### src/rtl/pll_lock_manager.sv
// PLL lock supervisor: pulses the PLL reset, waits for a stable LOCKED, then
// releases the per-domain resets one channel at a time and re-runs on loss.
module pll_lock_manager #(
   parameter int NUM_CH         = 3,
   parameter int PLL_RST_CYCLES = 16,
   parameter int LOCK_TIMEOUT   = 65536,
   parameter int SETTLE_CYCLES  = 256,
   parameter int STAGGER_CYCLES = 8,
   parameter int CNT_W          = 16
) (
   input  logic              clk,
   input  logic              rst_n,
   input  logic              locked,
   input  logic              restart,
   output logic              pll_rst,
   output logic [NUM_CH-1:0] ch_rst_n,
   output logic              ready,
   output logic [2:0]        state,
   output logic [CNT_W-1:0]  loss_cnt,
   output logic              timeout_err
);

   localparam logic [2:0] S_RESET     = 3'd0;
   localparam logic [2:0] S_WAIT_LOCK = 3'd1;
   localparam logic [2:0] S_SETTLE    = 3'd2;
   localparam logic [2:0] S_RELEASE   = 3'd3;
   localparam logic [2:0] S_RUN       = 3'd4;

   localparam int REL_SPAN = (NUM_CH - 1) * STAGGER_CYCLES;
   localparam int MAX_AB   = (PLL_RST_CYCLES > LOCK_TIMEOUT) ? PLL_RST_CYCLES : LOCK_TIMEOUT;
   localparam int MAX_CD   = (SETTLE_CYCLES > REL_SPAN + 1) ? SETTLE_CYCLES : REL_SPAN + 1;
   localparam int CNT_MAX  = (MAX_AB > MAX_CD) ? MAX_AB : MAX_CD;
   localparam int CW       = (CNT_MAX < 2) ? 1 : $clog2(CNT_MAX);

   localparam logic [CW-1:0] RST_LAST     = CW'(PLL_RST_CYCLES - 1);
   localparam logic [CW-1:0] TIMEOUT_LAST = CW'(LOCK_TIMEOUT - 1);
   localparam logic [CW-1:0] SETTLE_LAST  = CW'(SETTLE_CYCLES - 1);
   localparam logic [CW-1:0] REL_LAST     = CW'(REL_SPAN);

   logic              locked_m;
   logic              locked_s;
   logic [CW-1:0]     cnt;
   logic [CW-1:0]     cnt_nxt;
   logic [2:0]        state_nxt;
   logic              loss_inc;
   logic              timeout_set;
   logic [NUM_CH-1:0] ch_nxt;

   // Next-state decision; RESTART overrides everything, including the loss
   // and timeout bookkeeping of the state it interrupts.
   always_comb begin
      state_nxt   = state;
      cnt_nxt     = cnt + CW'(1);
      loss_inc    = 1'b0;
      timeout_set = 1'b0;
      case (state)
         S_RESET: begin
            if (cnt == RST_LAST) state_nxt = S_WAIT_LOCK;
         end
         S_WAIT_LOCK: begin
            if (locked_s) begin
               state_nxt = S_SETTLE;
            end else if (cnt == TIMEOUT_LAST) begin
               timeout_set = 1'b1;
               state_nxt   = S_RESET;
            end
         end
         S_SETTLE: begin
            if (!locked_s)                state_nxt = S_RESET;
            else if (cnt == SETTLE_LAST)  state_nxt = S_RELEASE;
         end
         S_RELEASE: begin
            if (!locked_s) begin
               loss_inc  = 1'b1;
               state_nxt = S_RESET;
            end else if (cnt == REL_LAST) begin
               state_nxt = S_RUN;
            end
         end
         S_RUN: begin
            cnt_nxt = cnt;
            if (!locked_s) begin
               loss_inc  = 1'b1;
               state_nxt = S_RESET;
            end
         end
         default: state_nxt = S_RESET;
      endcase
      if (restart) begin
         state_nxt   = S_RESET;
         loss_inc    = 1'b0;
         timeout_set = 1'b0;
      end
      if (restart || state_nxt != state) cnt_nxt = '0;
   end

   // Channel i opens i*STAGGER_CYCLES cycles after RELEASE entry.
   always_comb begin
      ch_nxt = '0;
      for (int i = 0; i < NUM_CH; i++) begin
         ch_nxt[i] = (state_nxt == S_RUN) ||
                     ((state_nxt == S_RELEASE) && (32'(cnt_nxt) >= 32'(i * STAGGER_CYCLES)));
      end
   end

   always_ff @(posedge clk or negedge rst_n) begin
      if (!rst_n) begin
         locked_m    <= 1'b0;
         locked_s    <= 1'b0;
         state       <= S_RESET;
         cnt         <= '0;
         pll_rst     <= 1'b1;
         ch_rst_n    <= '0;
         ready       <= 1'b0;
         loss_cnt    <= '0;
         timeout_err <= 1'b0;
      end else begin
         locked_m <= locked;
         locked_s <= locked_m;
         state    <= state_nxt;
         cnt      <= cnt_nxt;
         pll_rst  <= (state_nxt == S_RESET);
         ready    <= (state_nxt == S_RUN);
         ch_rst_n <= ch_nxt;
         if (loss_inc && loss_cnt != {CNT_W{1'b1}}) loss_cnt <= loss_cnt + CNT_W'(1);
         if (timeout_set) timeout_err <= 1'b1;
      end
   end

endmodule

### config.mk
export PLATFORM = sky130hd
export DESIGN_NAME = pll_lock_manager
export DESIGN_NICKNAME = d
export VERILOG_FILES = /design/src/rtl/pll_lock_manager.sv
export SDC_FILE = /design/constraint.sdc
export NUM_CORES = 1
export LEC_CHECK = 0
export CORE_MARGIN = 5
export CORE_UTILIZATION = 25
export CTS_BUF_LIST = sky130_fd_sc_hd__clkbuf_8 sky130_fd_sc_hd__clkbuf_16
export DETAILED_ROUTE_END_ITERATION = 8
export GPL_ROUTABILITY_DRIVEN = 1
export PLACE_DENSITY_LB_ADDON = 0.05
export RECOVER_POWER = 50
export SLEW_MARGIN = 10
export SYNTH_ARGS = -nofsm -noshare
export SYNTH_HDL_FRONTEND = slang
export SYNTH_SLANG_ARGS = --single-unit
### constraint.sdc
create_clock -name clk -period 2.85 [get_ports clk]
set_input_delay 0.57 -clock clk [delete_from_list [all_inputs] [get_ports clk]]
set_output_delay 0.57 -clock clk [all_outputs]
set_load 0.005 [all_outputs]
==> impl_metrics.tcl <==
set metrics [dict create \
    status "finished, final reports clean" \
    fmaxAchievable_ghz 0.391 \
    vias 1843 \
    grt_pass1_vias 1802 \
    first_pass_iters 4 \
    vias_per_cell 4.62 \
    finalCritPeriodShare_pct 89.8 \
    core_area_um2 9240 \
    crit_fanout 11 \
    finalHoldViolations 0 \
    ys_seq_elements 43 \
    multi_input_area_um2 1200 \
    worst_skew_pair.late_latency_ns 0.30 \
    critPathLaunch "cnt[0]" \
    final_cells 399 \
    avgSynthCellArea_um2 10.1 \
    clkSinkCount 43 \
    tritoncts "built" \
    antenna_found_initial 0 \
    regArea_um2 1080 \
    finalPower_mw 1.05 \
    vdd_drop_max_v 0.000164 \
    final_area_um2 2890 \
    end_kind "flip-flop" \
    track_usage_pct 10.9 \
    r2r_slack_ns 0.29 \
    period_minus_slack_ns 2.56 \
    cts_hold_buffers 0 \
    synth_nets 242 \
    hp-start "locked_m" \
    cp-start-kind "flip-flop" \
    required_ns 3.06 \
    die_area_um2 11600 \
    n_fill_cell 973 \
    hold-path-cell-count 0 \
    cts_setup_buffers 0 \
    antenna_left 0 \
    drt-total-wl_um 5990 \
    slew_headroom_pct 25.1 \
    diodes 0 \
    synthArstFlopShare_pct 100 \
    maxCapViolations 0 \
    drc 0 \
    final_max_slew_viol_count 0 \
    clk_path_buf_depth 2 \
    ys_warn_count 0 \
    place.gp.congestion 0.783 \
    start_util_pct 25.7 \
    path_class "reg -> reg" \
    fp-row-count 35 \
    setup_violations 0 \
    fin_worst_skew_ns 0.00788 \
    yosysUniqueCellTypes 52 \
    cts_resized 0 \
    grt-ovfl-total 0 \
    synthesis.area_um2 2380 \
    grt_max_degree 25 \
    worstMarginPinSlew_ns 1.12 \
    grt_setup_unrepaired "no" \
    p_per_area_nw_per_um2 362 \
    postSynthCellCount 235 \
    r2r-end "ch_rst_n[1]" \
    htreeDepth 2 \
    cts-root-buf "clkbuf_8" \
    placed_cell_area_um2 2810 \
    dp_hpwl_um 4500 \
    holdPathEnd "locked_s" \
    rr_startpoint "cnt[0]" \
    syn_to_final_growth_pct 21.8 \
    ioPinCount 29 \
    synth_flop_cell "dfrtp_1" \
    worst_ep_arrival_time_ns 2.77 \
    p_leak_nw 1.27 \
    layout-drive-gt1-share_pct 13.0 \
    cts_buffers 5 \
    ys_seq_area_share_pct 45.3 \
    drt_iter0_markers 104 \
    routedWlPerCell_um 15.0 \
    dp_cells 391 \
    finalSetupTns_ns 0 \
    die_h_um 107 \
    fin_nets 276 \
    grt_pass1_wl_um 9930 \
    io_buffer_count 28 \
    hold_path.class "reg -> reg" \
    clkTransAtPathRegs_ns 0.09 \
    die-width_um 107 \
    synth_edf_count 0 \
    reg2regPathDepth 8 \
]
## critical path, stage by stage, from the launching register on
cell	delay, ns
dfrtp_1	0.42
inv_1	0.11
ha_1	0.14
nor4bb_1	0.36
and4_4	0.30
o32ai_2	0.10
a211o_1	0.28
a211o_1	0.44
a221oi_2	0.34
## where the power goes
| part | leakage [nW] | internal [mW] | switching [mW] |
|---|---|---|---|
| Sequential | 0.591 | 0.613 | 0.00485 |
| Combinational | 0.634 | 0.00995 | 0.0251 |
| Clock | 0.0453 | 0.168 | 0.225 |
| Total | 1.27 | 0.792 | 0.255 |
## worst max-delay path by stage
stage,end,slack [ns],cells past startpoint
2_1_floorplan,ch_rst_n[1],0.60,9
3_5_place_dp,loss_cnt[8],0.23,7
5_1_grt,cnt[13],0.08,9
4_1_cts,cnt[15],0.27,9
3_3_place_gp,loss_cnt[8],0.22,7
6_report,ch_rst_n[1],0.29,8
## stage by stage
stage	hold slack, ns	utilization (%)	setup WS [ns]
6_report	0.353	31.3	0.292
5_1_grt	0.361	31.3	0.0762
4_1_cts	0.236	31.4	0.273
3_5_place_dp	0.336	30.4	0.230
3_3_place_gp	0.338	30.4	0.224
2_1_floorplan	0.274	-	0.597
## state kept, by name, indices dropped and copies added, names as in the netlist
register	flops
loss_cnt	16
state	3
locked_m	1
cnt	16
ch_rst_n	3
ready	1
locked_s	1
timeout_err	1
pll_rst	1
## logic make-up after synthesis
kind of cell / Yosys count / share of synthesized area [%]
adder cells (fa/ha/maj): 3 / 1.58
AO/OA/AOI/OAI: 21 / 7.16
AND/OR/NAND/NOR: 117 / 28.9
XOR/XNOR: 32 / 11.8
buffers and inverters: 17 / 4.26
multiplexers: 2 / 0.948
flip-flops: 43 / 45.3
## cells in the final DEF (no fill, tap or decap), drive strengths merged, types with 7 or more instances in the layout
cell and n:
and3 8, buf 10, clkbuf 7, clkdlybuf4s50 18, dfrtp 42, dlygate4sd3 9, nand2 20, nand3 13
nand4 9, nor2 27, nor3 13, xnor2 17, xor2 15
## layer usage
metal | global-route usage [%] | vias up | wire, um
met4 | 2.98 | 0 | 44
met5 | 0 | - | 0
met3 | 2.70 | 4 | 209
met2 | 15.9 | 32 | 2650
met1 | 15.9 | 903 | 3090
li1 | - | 904 | -
## cells in the mapped netlist (3+ instances only)
cell type / instances / share of area [%]
nand3_1: 12 / 2.5
buf_2: 5 / 1.1
dfrtp_1: 42 / 44
nand4_1: 8 / 2.1
ha_1: 3 / 1.6
buf_6: 3 / 1.4
inv_1: 5 / 0.79
and3_1: 8 / 2.1
a21oi_1: 5 / 1.1
nor2_1: 27 / 4.3
nor4b_1: 5 / 1.8
nor3_1: 13 / 2.7
xor2_1: 15 / 5.5
xnor2_1: 17 / 6.3
and4_1: 3 / 1.1
nand2_1: 20 / 3.2
## final cells by class
cell class	instances	area share (%)
Timing Repair Buffer	39	12.2
Clock buffer	5	2.38
Inverter	5	0.649
Sequential cell	43	37.2
Clock inverter	3	0.562
Tap cell	129	5.58
Multi-Input combinational cell	175	41.4
(Power assumes the default switching activity.)
